===== config.mk =====
export PLATFORM = sky130hd
export DESIGN_NAME = microwave_sequencer
export DESIGN_NICKNAME = d
export VERILOG_FILES = /design/src/rtl/microwave_pkg.sv /design/src/rtl/mmss_down_counter.sv /design/src/rtl/microwave_sequencer.sv
export SDC_FILE = /design/constraint.sdc
export NUM_CORES = 1
export LEC_CHECK = 0
export CORE_ASPECT_RATIO = 1.5
export CORE_MARGIN = 2
export CORE_UTILIZATION = 32
export DETAILED_ROUTE_END_ITERATION = 8
export PLACE_DENSITY = 0.64
export SLEW_MARGIN = 15
export SYNTH_ARGS = -nofsm -noshare
export SYNTH_HDL_FRONTEND = slang
export SYNTH_SLANG_ARGS = --single-unit

===== constraint.sdc =====
create_clock -name clk -period 3.21 [get_ports clk]
set_input_delay 0.8025 -clock clk [delete_from_list [all_inputs] [get_ports clk]]
set_output_delay 0.8025 -clock clk [all_outputs]
set_load 0.02 [all_outputs]

===== src/rtl/microwave_pkg.sv =====
// Shared types and helpers for the microwave cooking sequencer.
package microwave_pkg;

    typedef enum logic [2:0] {
        IDLE  = 3'd0,
        SET   = 3'd1,
        COOK  = 3'd2,
        PAUSE = 3'd3,
        DONE  = 3'd4
    } state_t;

    typedef logic [3:0] bcd_t;

    localparam logic [7:0] SEC_WRAP = 8'h59;

    // Two-digit BCD decrement; callers never pass 8'h00.
    function automatic logic [7:0] bcd2_dec(input logic [7:0] v);
        logic [7:0] r;
        if (v[3:0] == 4'd0) begin
            r = {v[7:4] - 4'd1, 4'd9};
        end else begin
            r = {v[7:4], v[3:0] - 4'd1};
        end
        return r;
    endfunction

endpackage


===== src/rtl/mmss_down_counter.sv =====
// Four-digit MM:SS BCD register: keypad shift-in, clear and one-second decrement.
module mmss_down_counter
    import microwave_pkg::*;
(
    input  logic       clk,
    input  logic       rst,
    input  logic       clr,
    input  logic       shift_en,
    input  bcd_t       digit,
    input  logic       dec,
    output logic [7:0] mm,
    output logic [7:0] ss,
    output logic       zero_next
);

    logic [15:0] mmss_r;

    assign mm        = mmss_r[15:8];
    assign ss        = mmss_r[7:0];
    assign zero_next = (mmss_r[15:8] == 8'h00) && (mmss_r[7:0] == 8'h01);

    // Time register: clear wins over keypad shift, shift over decrement.
    always_ff @(posedge clk) begin
        if (rst) begin
            mmss_r <= 16'h0000;
        end else if (clr) begin
            mmss_r <= 16'h0000;
        end else if (shift_en) begin
            mmss_r <= {mmss_r[11:0], digit};
        end else if (dec) begin
            // Seconds are not normalised, so 75 counts down through BCD before wrapping.
            if (mmss_r[7:0] != 8'h00) begin
                mmss_r <= {mmss_r[15:8], bcd2_dec(mmss_r[7:0])};
            end else begin
                mmss_r <= {bcd2_dec(mmss_r[15:8]), SEC_WRAP};
            end
        end else begin
            mmss_r <= mmss_r;
        end
    end

endmodule


===== src/rtl/microwave_sequencer.sv =====
// Cooking sequencer: keypad entry, start/stop/clear handling, door pause and
// MM:SS countdown driving the magnetron enable.
module microwave_sequencer
    import microwave_pkg::*;
#(
    parameter int TICKS_PER_SEC = 100
) (
    input  logic       clk,
    input  logic       rst,
    input  logic       startn,
    input  logic       stopn,
    input  logic       clearn,
    input  logic       door_closed,
    input  logic       digit_valid,
    input  logic [3:0] digit,
    output logic       mag_on,
    output logic [7:0] time_mm,
    output logic [7:0] time_ss,
    output logic       done,
    output logic [2:0] state
);

    localparam int PW = (TICKS_PER_SEC > 1) ? $clog2(TICKS_PER_SEC) : 1;
    localparam logic [PW-1:0] PRESC_LAST = PW'(TICKS_PER_SEC - 1);

    state_t        state_r, state_s;
    logic [PW-1:0] presc_r, presc_s;
    logic          startn_prev_r;
    logic          mag_on_r, done_r;
    logic          start_ev_s, stop_s, clear_s, digit_ok_s, tick_s, time_zero_s;
    logic          cnt_clr_s, cnt_shift_s, cnt_dec_s, zero_next_s;
    logic [7:0]    mm_s, ss_s;

    assign start_ev_s  = startn_prev_r & ~startn;
    assign stop_s      = ~stopn;
    assign clear_s     = ~clearn;
    assign digit_ok_s  = digit_valid && (digit <= 4'd9);
    assign tick_s      = (presc_r == PRESC_LAST);
    assign time_zero_s = (mm_s == 8'h00) && (ss_s == 8'h00);

    mmss_down_counter u_counter (
        .clk       (clk),
        .rst       (rst),
        .clr       (cnt_clr_s),
        .shift_en  (cnt_shift_s),
        .digit     (digit),
        .dec       (cnt_dec_s),
        .mm        (mm_s),
        .ss        (ss_s),
        .zero_next (zero_next_s)
    );

    // Next-state, prescaler and counter controls; branch order encodes event priority.
    always_comb begin
        state_s     = state_r;
        presc_s     = presc_r;
        cnt_clr_s   = 1'b0;
        cnt_shift_s = 1'b0;
        cnt_dec_s   = 1'b0;
        case (state_r)
            IDLE: begin
                presc_s = '0;
                if (clear_s || stop_s) begin
                    cnt_clr_s = 1'b1;
                end else if (digit_ok_s) begin
                    cnt_shift_s = 1'b1;
                    state_s     = SET;
                end else begin
                    state_s = IDLE;
                end
            end
            SET: begin
                presc_s = '0;
                if (clear_s || stop_s) begin
                    cnt_clr_s = 1'b1;
                    state_s   = IDLE;
                end else if (start_ev_s) begin
                    if (door_closed && !time_zero_s) begin
                        state_s = COOK;
                    end else begin
                        state_s = SET;
                    end
                end else if (digit_ok_s) begin
                    cnt_shift_s = 1'b1;
                end else begin
                    state_s = SET;
                end
            end
            COOK: begin
                if (clear_s) begin
                    cnt_clr_s = 1'b1;
                    presc_s   = '0;
                    state_s   = IDLE;
                end else if (stop_s || !door_closed) begin
                    // Prescaler is frozen so the interrupted second resumes where it left off.
                    state_s = PAUSE;
                end else if (tick_s) begin
                    cnt_dec_s = 1'b1;
                    presc_s   = '0;
                    if (zero_next_s) begin
                        state_s = DONE;
                    end else begin
                        state_s = COOK;
                    end
                end else begin
                    presc_s = presc_r + PW'(1);
                end
            end
            PAUSE: begin
                if (clear_s || stop_s) begin
                    cnt_clr_s = 1'b1;
                    presc_s   = '0;
                    state_s   = IDLE;
                end else if (start_ev_s && door_closed) begin
                    state_s = COOK;
                end else begin
                    state_s = PAUSE;
                end
            end
            DONE: begin
                presc_s = '0;
                if (clear_s || stop_s || start_ev_s || !door_closed) begin
                    cnt_clr_s = 1'b1;
                    state_s   = IDLE;
                end else begin
                    state_s = DONE;
                end
            end
            default: begin
                cnt_clr_s = 1'b1;
                presc_s   = '0;
                state_s   = IDLE;
            end
        endcase
    end

    // State, prescaler, start-edge history and registered outputs.
    always_ff @(posedge clk) begin
        if (rst) begin
            state_r       <= IDLE;
            presc_r       <= '0;
            startn_prev_r <= 1'b1;
            mag_on_r      <= 1'b0;
            done_r        <= 1'b0;
        end else begin
            state_r       <= state_s;
            presc_r       <= presc_s;
            startn_prev_r <= startn;
            mag_on_r      <= (state_s == COOK);
            done_r        <= (state_s == DONE);
        end
    end

    assign mag_on  = mag_on_r;
    assign done    = done_r;
    assign state   = state_r;
    assign time_mm = mm_s;
    assign time_ss = ss_s;

endmodule


### Yosys cells after proc, flatten, opt, wreduce, memory -nomap -nowiden

Cells that the tools add are included.

* add/sub/neg operators: 5
* multipliers: 0
* divide/modulo/power cells: 0
* order comparisons: 1
* equality and inequality tests: 12
* shifts and indexed selects: 0
* mux-type cells: 37
* bitwise operators: 4
* reduce and logical (&&, ||, !) cells: 25

Operator list (number)
* 2-to-1 mux 16 bit: 3
* 2-to-1 mux 7 bit: 4
* 2-to-1 mux 3 bit: 9
* zero test 8 bit: 2
* 2-to-1 mux 8 bit: 2
* subtractor 4 x 1 -> 4 bit, second input constant: 4
* one-hot mux 3 bit (5 select lines): 1
* one-hot mux 7 bit (2 select lines): 1
* 2-to-1 mux 1 bit: 13
* == test 3 x 2 -> 1 bit, second input constant: 3
* == test 8 x 1 -> 1 bit, second input constant: 1
* zero test 4 bit: 2
* nonzero test 8 bit: 1
* adder 7 x 1 -> 7 bit, second input constant: 1
* == test 7 bit, second input constant: 1
* == test 3 bit, second input constant: 2
* != test 3 bit, second input constant: 2
* AND reduction 2 bit: 3
* logical AND 1 bit: 5
* <= comparator 4 bit, second input constant: 1
* logical OR 1 bit: 4
* 2-to-1 mux 2 bit: 2
* != test 2 bit, second input constant: 2
* nonzero test 2 bit: 2
* other kinds (10): 13

* register bits after elaboration: 29
* bits in latches: 0
* memory bits (writable): 0
* bits in read-only memories: 0
* input port bits: 11
* output and inout port bits: 21
* word-level logic and storage cells: 93
* memories: 0

### Depth between registers and ports, before layout

* depth in word-level cells: 9
* mapped depth: 7
* mapped depth without buffers: 6

### Cells and area by module

A second synthesis with hierarchy kept.

* cell total of the unflattened synthesis: 210
* area total of the unflattened synthesis: 1844.3 um^2

Modules (own cells, without submodules)
* mmss_down_counter: instances 1, cells each 125, area each 1098.6 um^2, seq. area each 320.3 um^2
* microwave_sequencer: instances 1, cells each 85, area each 745.7 um^2, seq. area each 260.2 um^2

### Least setup slack after synthesis

OpenSTA, ideal clock, no wires.

* path kind: reg2reg
* from: register u_counter.mmss_r[0]
* to: register u_counter.mmss_r[5]
* library setup time: 91 ps
* arrival time: 1912 ps
* data required time: 3119 ps
* slack: 1207 ps
* stages on the path, launching flop included: 8
* path buffers: 1
* clock period less this slack: 2003 ps
* cell sequence: dfxtp_1 -> inv_1 -> ha_1 -> nor3b_4 -> and2_2 -> clkbuf_2 -> or3_1 -> a311oi_1

* cells in the longest elaborated chain, start to end: 4
* elaborated cells between the ends (all ways): 7
* classes of those cells: eq/ne (1); mux (3); reduce/logical (3)

RTL lines
* start, declared: line mmss_down_counter.sv:16 `logic [15:0] mmss_r;`
* start signal, assigned: line mmss_down_counter.sv:29 `mmss_r <= {mmss_r[11:0], digit};`
* start signal, assigned: line mmss_down_counter.sv:33 `mmss_r <= {mmss_r[15:8], bcd2_dec(mmss_r[7:0])};`
* start signal, assigned: line mmss_down_counter.sv:35 `mmss_r <= {bcd2_dec(mmss_r[15:8]), SEC_WRAP};`
* nonzero test 8 bit: line mmss_down_counter.sv:32 `if (mmss_r[7:0] != 8'h00) begin`
* 2-to-1 mux 16 bit: line mmss_down_counter.sv:32
* 2-to-1 mux 16 bit: line mmss_down_counter.sv:30 `end else if (dec) begin`
* 2-to-1 mux 16 bit: line mmss_down_counter.sv:28 `end else if (shift_en) begin`

Parallel ways exist; a longest one is shown, timed or not. The select of a mux whose other input is x is not followed.
A chain may end at the register's enable or synchronous reset.

### Worst setup path after layout

* from: input port clearn
* to: register u_counter.mmss_r[4]

* cells in the longest elaborated chain, start to end: 7
* elaborated cells between the ends (all ways): 18
* classes of those cells: eq/ne (1); mux (10); bitwise (1); reduce/logical (6)

RTL lines
* start, declared: line microwave_sequencer.sv:12 `input logic clearn,`
* branches (longest 7 deep; another with != test 3 bit)
* end signal, assigned: line mmss_down_counter.sv:33
* end signal, assigned: line mmss_down_counter.sv:35
* end signal, assigned: line mmss_down_counter.sv:38 `mmss_r <= mmss_r;`

Parallel ways; which one is timed is not known.

==> summary.txt <==
STA
  • Slew of the pin with the lowest slew margin: 1070 ps
  • Post-route clock period utilization: 78.8%
  • Final hold vios: 0
  • Max Freq: between 300 and 400 MHz
  • Final WS setup: 682 ps
  • Tmin final: 2530 ps
  • Final setup TNS: 0 ps
  • Final setup violation count: 0
  • Rel. slew slack: 28.2%
  • RSZ-0062 raised after global routing: false
  • Final Skew: 10.4 ps
  • Pins Over Slew Limit: 0

Cells and area
  • Inserted Diodes: 0
  • Layout cells sized above 1: 11.3%
  • Synthesis-to-layout area growth: 24.5%
  • Fin nets: 274
  • Finished Layout Cells: 328
  • Final instance area: ~2400 µm²
  • Filler cell count: 626
  • Final core utilization: 41.1%

Floorplanning
  • Core ar.: just under 6000 µm²
  • Die height: ~99 µm
  • Initial core utilization: 33.0%
  • Cell row count: 34
  • Die ar.: 6610 µm²
  • IO Pins: 32
  • Die X-Extent: approximately 67 µm

Pwr
  • Peak supply drop: 0.160 mV
  • Sw Share: 25.7%
  • Clock share of power: a little under 40%
  • Sequential Power Share: about half
  • P_sw: 190 µW
  • Cell-internal power: roughly 550 µW
  • PwrDens: 311 nW/µm²
  • P_leak: 0.851 nW
  • Combinational fraction of design power: 10.9%

Logic synthesis
  • Yosys reg bits: 29
  • Post-Syn Instances: 223
  • Synth unique cells: 63
  • Yosys top cell by area: dfxtp_1
  • Sequential area share after synthesis: 30.4%
  • Post-synth EDFFs: 0
  • Synth area leaders: dfxtp_1 30%, ha_1 5.2%, nor2_1 3.7%
  • Mean Syn Cell Area: 8.56 µm²
  • Top_reg_cell synth: dfxtp_1
  • Syn nets: 242
  • Synth top cells by count: 29 x dfxtp_1, 19 x nor2_1, 16 x inv_1
  • Area fraction of the dominant cell type after synthesis: 30.4%
  • Count leader, synth: dfxtp_1
  • Ys async rst share: 0%
  • Yosys warns: 0
  • Syn Std Cell Area: about 1900 µm²

Worst setup path
  • Setup Crit Path Kind: in -> reg
  • RR Endpoint: u_counter.mmss_r[5]
  • Worst-path fanout max: 13
  • CP arrival: 2680 ps
  • Critical Path End Type: flip-flop
  • Setup slack, reg-to-reg: 940 ps
  • Nature of the critical path startpoint: primary input
  • R2r worst-path depth: 6
  • R2R Path Start: u_counter.mmss_r[0]
  • Crit path required time: 3360 ps

Global routing
  • Vias in the first global route: roughly 1,800
  • Total GRT Usage: 16.7%
  • Initial antenna violation count: 0
  • Largest net degree at the start of global routing: 21
  • Grt total ovfl: 0
  • Global-route wire length before repair: 8580 µm

Placed design
  • Port bufs: 31
  • Worst slack, placed: 385 ps
  • Routability cong.: 0.854
  • Placed cell area: around 2300 µm²
  • Dpl cells: 320
  • Final HPWL DP: 3790 µm

Routing
  • Avg WL per Cell: between 15 and 20 µm
  • Post-DR vias/cell: 5.70
  • Initial DRC Count: 91
  • Final WL: 5190 µm
  • Routed via count: 1,871
  • DRT antenna net count: 0
  • DRT Pass-1 Iters: 4
  • Number of remaining DRC errors: 0

Worst hold path
  • Hold EP: presc_r[1]
  • Hold Crit Class: reg -> reg
  • Hold path startpoint: presc_r[1]
  • Min-Delay Path Depth: 2

Clock network
  • Clock root buffer: clkbuf_8
  • Post-CTS Setup Inserts: 0
  • CTS tree: yes
  • CTS Hold Bufs: 0
  • Clk sink count: 29
  • # resized after CTS: 0
  • Bufs on Longest Clock Path: 2
  • Skew-Pair Late Insertion Delay: around 280 ps
  • # H-tree levels: 2
  • Number of CTS-inserted buffers: 5
  • Clock slew at reported path FFs: 60 ps

Flow run
  • Max Cap Viol: 0

Outcome
  • Status: complete, no violations
[worst max-delay path by stage]
stage | startpoint | slack (ps) | cells past startpoint | endpoint
after floorplan | u_counter.mmss_r[0] | 1210 | 7 | u_counter.mmss_r[5]
after global placement | startn | 420 | 5 | u_counter.mmss_r[3]
after detailed placement | clearn | 380 | 5 | u_counter.mmss_r[4]
after CTS | clearn | 670 | 5 | u_counter.mmss_r[4]
after global routing | clearn | 540 | 5 | u_counter.mmss_r[4]
final | clearn | 680 | 5 | u_counter.mmss_r[4]
[routing by layer]
metal	GRT usage (%)	wire length (µm)	vias to the layer above
met2	27.6	2550	52
met1	20.9	2290	884
met4	5.81	112	0
li1	-	-	924
met3	3.54	240	11
met5	0	0	-
[sequential cells by signal (all words and copies together), names as in the netlist]
| signal | cells |
|---|---|
| state | 3 |
| done | 1 |
| u_counter.mmss_r | 16 |
| presc_r | 7 |
| mag_on | 1 |
| startn_prev_r | 1 |
[power by group through the flow]
stage,clock network [mW],logic (mW),registers [mW]
2_1_floorplan,0,0.0452,0.377
3_3_place_gp,0,0.0795,0.377
3_5_place_dp,0,0.0801,0.377
4_1_cts,0.300,0.0806,0.369
5_1_grt,0.319,0.0885,0.369
6_report,0.290,0.0808,0.369
[critical path: stages]
cell and delay, ps:
clkdlybuf4s50_1 600, and4bb_2 320, and4_1 500, nor3_1 90
a2111oi_0 370
[per-stage QoR]
stage,hold WS (ps),power [mW]
6_report,475,0.740
4_1_cts,478,0.749
3_5_place_dp,468,0.457
5_1_grt,504,0.776
3_3_place_gp,463,0.456
2_1_floorplan,448,0.423
[placed cells by master, fill, tap and decap left out, types with 4 or more instances in the layout]
cell	n
buf_4	4
inv_1	16
clkdlybuf4s50_1	31
ha_1	8
nor3_1	6
nor4_1	5
o21ai_0	10
a21oi_1	9
nand2_1	9
dfxtp_1	29
nand4_1	7
or3_1	7
nor2_1	19
a311oi_1	5
nor2b_1	4
a31oi_1	4
nand3_1	5
clkbuf_8	5
a211oi_1	7
[logic make-up after synthesis]
kind of cell               after synthesis  share of synthesized area (%)
and+or+nand+nor                         96                           33.2
buffers and inverters                   26                           5.51
AOI/OAI and AO/OA                       60                           23.6
muxes                                    2                           1.05
DFF                                     29                           30.4
xor gates and xnor gates                 2                          0.918
adders and majority gates                8                           5.25
[cell type report]
| cell class | count | area [µm²] | share of cell area [%] |
|---|---|---|---|
| Multi-Input combinational cell | 168 | 1220 | 51.4 |
| Sequential cell | 29 | 581 | 24.4 |
| Timing Repair Buffer | 35 | 340 | 14.3 |
| Tap cell | 72 | 90.1 | 3.79 |
| Clock buffer | 6 | 72.6 | 3.05 |
| Inverter | 16 | 60.1 | 2.53 |
| Clock inverter | 2 | 10.0 | 0.421 |
(Power assumes the default switching activity.)
